### src/rtl/fifo_tx_drain.sv
// fifo_tx_drain: pops FIFO words and sends each as a UART-style frame on tx_serial
module fifo_tx_drain #(
  parameter int DATA_WIDTH   = 16,
  parameter int CLKS_PER_BIT = 4
) (
  input  logic                  clock,
  input  logic                  reset,
  input  logic                  enable,
  input  logic                  fifo_empty,
  input  logic [DATA_WIDTH-1:0] fifo_out,
  output logic                  fifo_read,
  output logic                  tx_serial,
  output logic                  busy,
  output logic [15:0]           words_sent
);
  localparam logic [2:0] IDLE  = 3'd0;
  localparam logic [2:0] READ  = 3'd1;
  localparam logic [2:0] LOAD  = 3'd2;
  localparam logic [2:0] START = 3'd3;
  localparam logic [2:0] DATA  = 3'd4;
  localparam logic [2:0] STOP  = 3'd5;
  localparam int BW = DATA_WIDTH > 1 ? $clog2(DATA_WIDTH) : 1;
  logic [2:0]            state;
  logic [DATA_WIDTH-1:0] shift;
  logic [BW-1:0]         bit_cnt;
  logic [15:0]           div_cnt;
  logic                  bit_done;
  logic                  go;
  assign bit_done = div_cnt == 16'(CLKS_PER_BIT - 1);
  assign go       = enable && !fifo_empty;
  always_ff @(posedge clock) begin
    if (reset) begin
      state      <= IDLE;
      tx_serial  <= 1'b1;
      fifo_read  <= 1'b0;
      busy       <= 1'b0;
      words_sent <= '0;
      bit_cnt    <= '0;
      div_cnt    <= '0;
      shift      <= '0;
    end else begin
      fifo_read <= 1'b0;
      case (state)
        IDLE: begin
          tx_serial <= 1'b1;
          if (go) begin
            state     <= READ;
            fifo_read <= 1'b1;
            busy      <= 1'b1;
          end
        end
        READ: state <= LOAD;
        // fifo_out is valid only during this cycle, one after the popping edge
        LOAD: begin
          shift     <= fifo_out;
          tx_serial <= 1'b0;
          div_cnt   <= '0;
          state     <= START;
        end
        START: begin
          div_cnt <= bit_done ? '0 : div_cnt + 16'd1;
          if (bit_done) begin
            tx_serial <= shift[0];
            bit_cnt   <= '0;
            state     <= DATA;
          end
        end
        DATA: begin
          div_cnt <= bit_done ? '0 : div_cnt + 16'd1;
          if (bit_done && bit_cnt == BW'(DATA_WIDTH - 1)) begin
            tx_serial <= 1'b1;
            state     <= STOP;
          end else if (bit_done) begin
            shift     <= shift >> 1;
            tx_serial <= shift[1];
            bit_cnt   <= bit_cnt + 1'b1;
          end
        end
        STOP: begin
          div_cnt <= bit_done ? '0 : div_cnt + 16'd1;
          if (bit_done) begin
            words_sent <= words_sent + 16'd1;
            state      <= go ? READ : IDLE;
            fifo_read  <= go;
            busy       <= go;
          end
        end
        default: state <= IDLE;
      endcase
    end
  end
endmodule
### config.mk
export PLATFORM = sky130hd
export DESIGN_NAME = fifo_tx_drain
export DESIGN_NICKNAME = d
export VERILOG_FILES = /design/src/rtl/fifo_tx_drain.sv
export SDC_FILE = /design/constraint.sdc
export NUM_CORES = 1
export LEC_CHECK = 0
export ABC_CLOCK_PERIOD_IN_PS = 2100
export CORE_ASPECT_RATIO = 1.4
export CORE_UTILIZATION = 48
export CTS_BUF_LIST = sky130_fd_sc_hd__clkbuf_4 sky130_fd_sc_hd__clkbuf_8
export DETAILED_ROUTE_END_ITERATION = 12
export PLACE_DENSITY = 0.74
export SLEW_MARGIN = 20
export SYNTH_ARGS = -nofsm -noshare
export SYNTH_HDL_FRONTEND = slang
export SYNTH_SLANG_ARGS = --single-unit
### constraint.sdc
create_clock -name clock -period 2.1 [get_ports clock]
set_input_delay 0.42 -clock clock [delete_from_list [all_inputs] [get_ports clock]]
set_output_delay 0.42 -clock clock [all_outputs]
set_load 0.05 [all_outputs]
After elaboration in Yosys (flattened, before gate mapping)
Index checks and enable logic that the tools add are counted.
{"block": "word_totals", "ff_bits": 58, "latch_bits": 0, "ram_bits": 0, "romBits": 0, "in_bits": 20, "output_inout_bits": 19, "elab_cells": 66, "mem_count": 0}
{"block": "op_classes", "add_sub_neg": 3, "mul": 0, "n_div": 0, "n_lt_le_gt_ge": 0, "eq_ne": 14, "n_shift": 0, "muxes": 25, "bitwise_logic": 0, "n_reduce_logical": 16}
{"cell": "$pmux 16 s2", "count": 2}
{"cell": "$mux 16", "count": 3}
{"cell": "$add 16x1->16 const B", "count": 2}
{"cell": "$pmux 3 s6", "count": 1}
{"cell": "$eq 16x2->1 const B", "count": 1}
{"cell": "$mux 3", "count": 4}
{"cell": "$mux 4", "count": 3}
{"cell": "$ne 2x2->1 const B", "count": 6}
{"cell": "$reduce_and 3->1", "count": 3}
{"cell": "$mux 1", "count": 8}
{"cell": "$pmux 4 s2", "count": 1}
{"cell": "$reduce_and 4->1", "count": 2}
{"cell": "$reduce_bool 2->1", "count": 4}
{"cell": "$eq 3x2->1 const B", "count": 2}
{"cell": "$eq 3x3->1 const B", "count": 2}
{"cell": "$add 4x1->4 const B", "count": 1}
{"cell": "$eq 4x4->1 const B", "count": 1}
{"cell": "$pmux 1 s2", "count": 2}
{"cell": "$pmux 1 s4", "count": 1}
{"cell": "$reduce_bool 4->1", "count": 1}
{"cell": "$eq 3x1->1 const B", "count": 1}
{"cell": "$logic_not 3->1", "count": 1}
{"cell": "$ne 3x3->1 const B", "count": 1}
{"cell": "$reduce_or 3->1", "count": 1}
{"cell": "3 further kinds", "count": 4}

Depth between registers and ports, before layout
Gate-level depths: netlist of run 1.
{"block": "logic_depth", "word_depth": 5, "ltp_mapped": 8, "ltp_nobuf": 6}

Least setup slack after synthesis of run 1
No wires, ideal clock.
{"block": "synth_path", "path_kind": "register -> register", "startpoint": "register words_sent[2]", "endpoint": "register words_sent[12]", "arrival_ps": 1813, "required_time_ps": 2030, "setup_slack_ps": 217, "path_stages_with_launch": 6, "n_path_buf": 0, "cell_sequence": "dfxtp_1 -> and4_1 -> and3_1 -> nand4_2 -> or3_1 -> a21oi_1"}
{"block": "synth_via", "elab_chain_len": 1}
{"item": "start, declared", "line": "14", "source": "output logic [15:0] words_sent"}
{"item": "start signal, assigned", "line": "82", "source": "words_sent <= words_sent + 16'd1;"}
{"item": "$add 16x1->16", "line": "82"}
Every way passes these cells.
A chain may end at the register's enable or synchronous reset.

Final worst setup path of run 1
{"block": "layout_path", "startpoint": "register words_sent[0]", "endpoint": "output words_sent[0]"}
No word-level cell between the ends.

==> results.txt, run 1 <==
Final Hold Viols - 0
CP bufs+invs - 1
data arrival time of the critical path - 1.60 ns
H-Tree Level Count - 3
Placer Congestion - 0.845
Synth-to-Final Area Change - 23.9%
clk buf depth - 2
Gate power share - 9.8%
Detail Route Antenna Nets - 0
largest net degree at the start of global routing - 39
total global-route track usage - 22.9%
total grt overflow - 0
synthesized flop and latch total - 58
wire per inst - 14.1 µm
Synth Flop Type - dfxtp_1
Worst-Skew Late Latency - 0.35 ns
Mapped Area - 0.00300 mm²
Pre-antenna DRT Iters - 4
Die H - 95.5 µm
clock slew at reported path FFs - 0.06 ns
Rows - 33
Clock Skews - 0.0104 ns
Inserted Clock Buffers - 9
layout cells sized above 1 - 11.8%
Worst Setup Start Kind - flip-flop
count of hold buffers inserted by post-cts repair - 0
slew margin rel. - 61.3%
vias in the first global route - 2599
clock network power share - 45.4%
yosys warns - 0
Synth async-reset ratio - 0%
switching pwr - 592 µW
Die W - 68.8 µm
syn_nets - 400
Tightest Pin Transition - 0.579 ns
highest-count cells in the layout ignoring fill and taps - nand2_1, dfxtp_1, a21oi_1
EDFF count, synth - 0
CP max-delay cell - clkdlybuf4s50_1
clock sink count - 58
Clock Root Buffer - clkbuf_8
number of fill cells in the layout - 549
crit path max fanout - 5
Initial Util - 50.5%
CP endpoint kind - primary output
Diodes inserted - 0
pwr/cell area - 695 mW/mm²
setup TNS - 0 ns
sequential fraction of the synthesis area - 38.7%
Netlist cell types - 48
RSZ-0062 raised after global routing - no
initial drt markers - 149
WS Path Type - reg2out
most common cell after layout, fill and taps aside - nand2_1
internal power - 1.99 mW
# DRC - 0
sw frac - 22.9%
Reg2Reg Setup Slack - 0.16 ns
crit-path leading delay family - buffers and inverters
CP Data Required Time - 1.68 ns
number of port buffers - 38
setup violators final - 0
DRT Wirelength - 6880 µm
CP peak stage delay - 0.84 ns
IO Pins - 39
Leak Pwr - 1.29 nW
crit-path cells - clkdlybuf4s50_1
CTS tree - yes
fin crit share - 96.4%
share of total power in sequential cells - 44.8%
status - completed
DR vias - 2871
initial antenna violation count - 0
Hold Crit Class - reg2reg
Max Clock Freq - 494 MHz
mean post-synth cell area - 7.96 µm²
number of vias per cell - 5.90
Syn Inst Count - 377
number of max-cap violations - 0
first-pass GRT wire length - 11200 µm
Peak VDD IR - 0.640 mV
CORE AREA - 0.00595 mm²
Final nets - 437
total power - 2.58 mW
max-slew violation count - 0
Die ar. - 0.00658 mm²
post-DP HPWL - 4550 µm
Tmin final - 2.02 ns
[cell families (layout without fill, tap and decap cells)]
kind of cell	count (synthesis)	after routing	synth area share, %
AOI/OAI and AO/OA	114	114	24.2
xor gates and xnor gates	8	8	2.34
adders and majority gates	3	3	1.25
buffers and inverters	33	73	5.25
DFF	58	58	38.7
muxes	2	2	0.667
and+or+nand+nor	159	159	27.6
[power by group through the flow]
stage	clock network [mW]	registers, mW	logic [mW]
floorplan	0	1.19	0.167
global placement	0	1.18	0.250
detailed placement	0	1.18	0.254
CTS	1.20	1.16	0.255
global route	1.24	1.16	0.280
finish	1.17	1.16	0.253
[cells in the mapped netlist, types with 3 or more instances]
library cell   n  area, µm²
and2_1         3       18.8
xnor2_1        4       35.0
nand4_1        7       43.8
and3_1         6       37.5
xor2_1         4       35.0
clkbuf_1      15       56.3
buf_4          4       30.0
o21ai_0       29        145
nor4_1         4       25.0
buf_2          9       45.0
or3_1         10       62.6
nand3_1       14       70.1
o311a_1        3       30.0
nor3_1        11       55.1
nand2_1       61        229
a211o_1       15        131
inv_1          4       15.0
a31oi_1        5       31.3
a21oi_1       41        205
ha_1           3       37.5
nor2_1        25       93.8
dfxtp_1       58       1160
a311oi_1      10       87.6
[area by class of cell]
cell class	count	area, µm²	share of cell area, %
repair buffers	55	528	14.2
clock buffers	12	165	4.44
inverters	4	15.0	0.404
well taps	70	87.6	2.36
flip-flops and latches	58	1160	31.3
multi-input cells	286	1700	45.7
clock inverters	2	60.1	1.62
[path summary, 6_finish.rpt]
path                                      end  cells after the start          start
worst max-delay path            words_sent[0]                      1  words_sent[0]
worst min-delay path                shift[11]                      2      shift[11]
worst max register to register       shift[5]                      7     div_cnt[1]
worst min register to register      shift[11]                      2      shift[11]
[timing repair]
item                       CTS  global route
setup buffers                0             4
gates resized for setup      0             4
setup endpoints to repair    0            23
[state kept, by name (all words and copies together) (netlist names)]
name and flops:
bit_cnt 4, busy 1, div_cnt 16, fifo_read 1, shift 16, state 3
tx_serial 1, words_sent 16
[metal layers]
layer  GRT usage (%)  up-vias  wire length, µm
met3            5.14       13              246
li1                -     1450                -
met5               0        -                0
met4            12.6        0              159
met2            39.3       48             3470
met1            25.4     1360             3010
[metrics by stage]
stage                     instance area (µm²)  hold WS, ns  worst slack (ns)  util, %  std cells
after floorplan                          3000        0.449             0.217        -        377
after global routing                     3720        0.504           0.00170     62.5        487
after CTS                                3660        0.474            0.0438     61.6        483
final                                    3720        0.470            0.0763     62.5        487
after detailed placement                 3440        0.465            0.0617     57.8        469
after global placement                   3440        0.458             0.135     57.8        469
Note: power is estimated with default switching activity, not from simulation.
==> run 2: changes to the inputs <==
--- a/config.mk
+++ b/config.mk
@@ -7,10 +7,10 @@
 export LEC_CHECK = 0
 export ABC_CLOCK_PERIOD_IN_PS = 2100
 export CORE_ASPECT_RATIO = 1.4
-export CORE_UTILIZATION = 48
+export CORE_UTILIZATION = 57
 export CTS_BUF_LIST = sky130_fd_sc_hd__clkbuf_4 sky130_fd_sc_hd__clkbuf_8
 export DETAILED_ROUTE_END_ITERATION = 12
-export PLACE_DENSITY = 0.74
+export PLACE_DENSITY = 0.85
 export SLEW_MARGIN = 20
 export SYNTH_ARGS = -nofsm -noshare
 export SYNTH_HDL_FRONTEND = slang
==> run 2 against run 1 <==
Net effect: non-clock buffer count unchanged; global-route usage up 3.9 points; sequential cell count stayed put; routed wire length grew 3.9%; combinational power is 3% higher; setup slack worse by 0.016 ns; clock skew decreased by 0.0023 ns; critical endpoint unchanged; largest cell class unchanged; largest power group is now registers.
==> results.txt, run 2 (same netlist as run 1, synthesis figures left out) <==
status - completed
CP peak stage delay - 0.85 ns
setup violators final - 0
Peak VDD IR - 0.547 mV
Final Hold Viols - 0
crit path max fanout - 5
Leak Pwr - 1.26 nW
slew margin rel. - 59.7%
Detail Route Antenna Nets - 0
total grt overflow - 0
pwr/cell area - 638 mW/mm²
total global-route track usage - 26.8%
post-DP HPWL - 4810 µm
DP Area - 0.00343 mm²
Clock Root Buffer - clkbuf_8
vias in the first global route - 2709
Worst-Skew Late Latency - 0.35 ns
# DRC - 0
number of port buffers - 38
IO Pins - 39
initial drt markers - 206
final instance area - 0.00366 mm²
DRT Wirelength - 7150 µm
max-slew violation count - 0
crit-path leading delay family - buffers and inverters
WL met2 - 3720 µm
internal power - 1.70 mW
Pre-antenna DRT Iters - 4
area of the multi-input gates - 0.00171 mm²
switching pwr - 633 µW
Final nets - 438
Rows - 30
clock network power share - 39.2%
share of total power in sequential cells - 49.6%
CP Data Required Time - 1.68 ns
Die W - 63.3 µm
highest-count cells in the layout ignoring fill and taps - nand2_1, dfxtp_1, a21oi_1
largest net degree at the start of global routing - 40
Tmin final - 2.04 ns
number of vias per cell - 6.08
Placer Congestion - 0.876
most common cell after layout, fill and taps aside - nand2_1
clock sink count - 58
setup TNS - 0 ns
data arrival time of the critical path - 1.62 ns
top sig layer - met4
crit-path cells - clkdlybuf4s50_1
Hold Crit Class - reg2reg
fin crit share - 97.1%
CP endpoint kind - primary output
RSZ-0062 raised after global routing - no
met1 wire length - 2950 µm
Die H - 87.8 µm
Initial Util - 60.6%
Clock Skews - 0.00809 ns
Worst Setup Start Kind - flip-flop
Synth-to-Final Area Change - 21.9%
CP bufs+invs - 1
FF/Latch Area - 0.00116 mm²
clk buf depth - 2
sw frac - 27.1%
Diodes inserted - 0
Gate power share - 11.1%
WS Path Type - reg2out
Largest regs - div_cnt x16, shift x16, words_sent x16
Inserted Clock Buffers - 9
WL met3 - 294 µm
Die ar. - 0.00556 mm²
wire per inst - 14.8 µm
layout cells sized above 1 - 12.1%
initial antenna violation count - 0
clock slew at reported path FFs - 0.07 ns
DR vias - 2943
CTS tree - yes
number of fill cells in the layout - 368
H-Tree Level Count - 3
CORE AREA - 0.00495 mm²
CP max-delay cell - clkdlybuf4s50_1
Tightest Pin Transition - 0.600 ns
number of max-cap violations - 0
first-pass GRT wire length - 11700 µm
Max Clock Freq - 490 MHz
==> run 2: changes by cell type in the layout (fill, tap and decap cells not counted), moves of 2 or more <==
cell,previous run,this run
bufinv_16,2,0
buf_12,2,0
clkinv_4,0,2
clkbuf_8,12,10
clkinv_2,0,2
clkinvlp_4,0,2
nor4_2,2,0
==> run 2: per-stage QoR <==
step | std cells | util [%] | hold WS, ns | total power, mW | worst slack [ns]
after floorplan | 377 | - | 0.449 | 1.35 | 0.217
after global placement | 465 | 69.3 | 0.460 | 1.43 | 0.193
after detailed placement | 465 | 69.3 | 0.466 | 1.44 | 0.0983
after CTS | 481 | 72.9 | 0.476 | 2.35 | 0.0454
after global routing | 484 | 73.8 | 0.502 | 2.43 | 0.000342
final | 484 | 73.8 | 0.473 | 2.33 | 0.0606
==> run 2: worst paths after layout <==
kind / slack, ns / cells after the start / endpoint / start
hold / removal: 0.47 / 2 / shift[3] / shift[3]
setup reg to reg: 0.11 / 6 / words_sent[14] / div_cnt[1]
setup / recovery: 0.06 / 1 / words_sent[0] / words_sent[0]
hold reg to reg: 0.47 / 2 / shift[3] / shift[3]
==> run 2: what timing repair did <==
item                       in CTS  in global routing
resized for setup               0                  5
buffers inserted                0                  2
setup endpoints to repair       0                 23
hold buffers                    0                  0
==> run 2: power groups by stage <==
stage	logic [mW]	clock network [mW]	registers (mW)
floorplan	0.167	0	1.19
global placement	0.251	0	1.18
detailed placement	0.255	0	1.18
CTS	0.256	0.935	1.16
global route	0.285	0.980	1.16
finish	0.260	0.915	1.16
==> run 2: per-layer routing <==
layer  GRT usage, %  vias to the layer above
met4           18.2                        0
met3           4.69                       19
met5              0                        -
met1           29.3                     1388
li1               -                     1452
met2           47.3                       84
==> run 2: final cells by class <==
cell class / instances / share of cell area [%]
repair buffers: 55 / 13.9
well taps: 64 / 2.19
inverters: 4 / 0.410
clock buffers: 10 / 3.76
multi-input cells: 287 / 46.9
clock inverters: 6 / 1.16
flip-flops and latches: 58 / 31.8
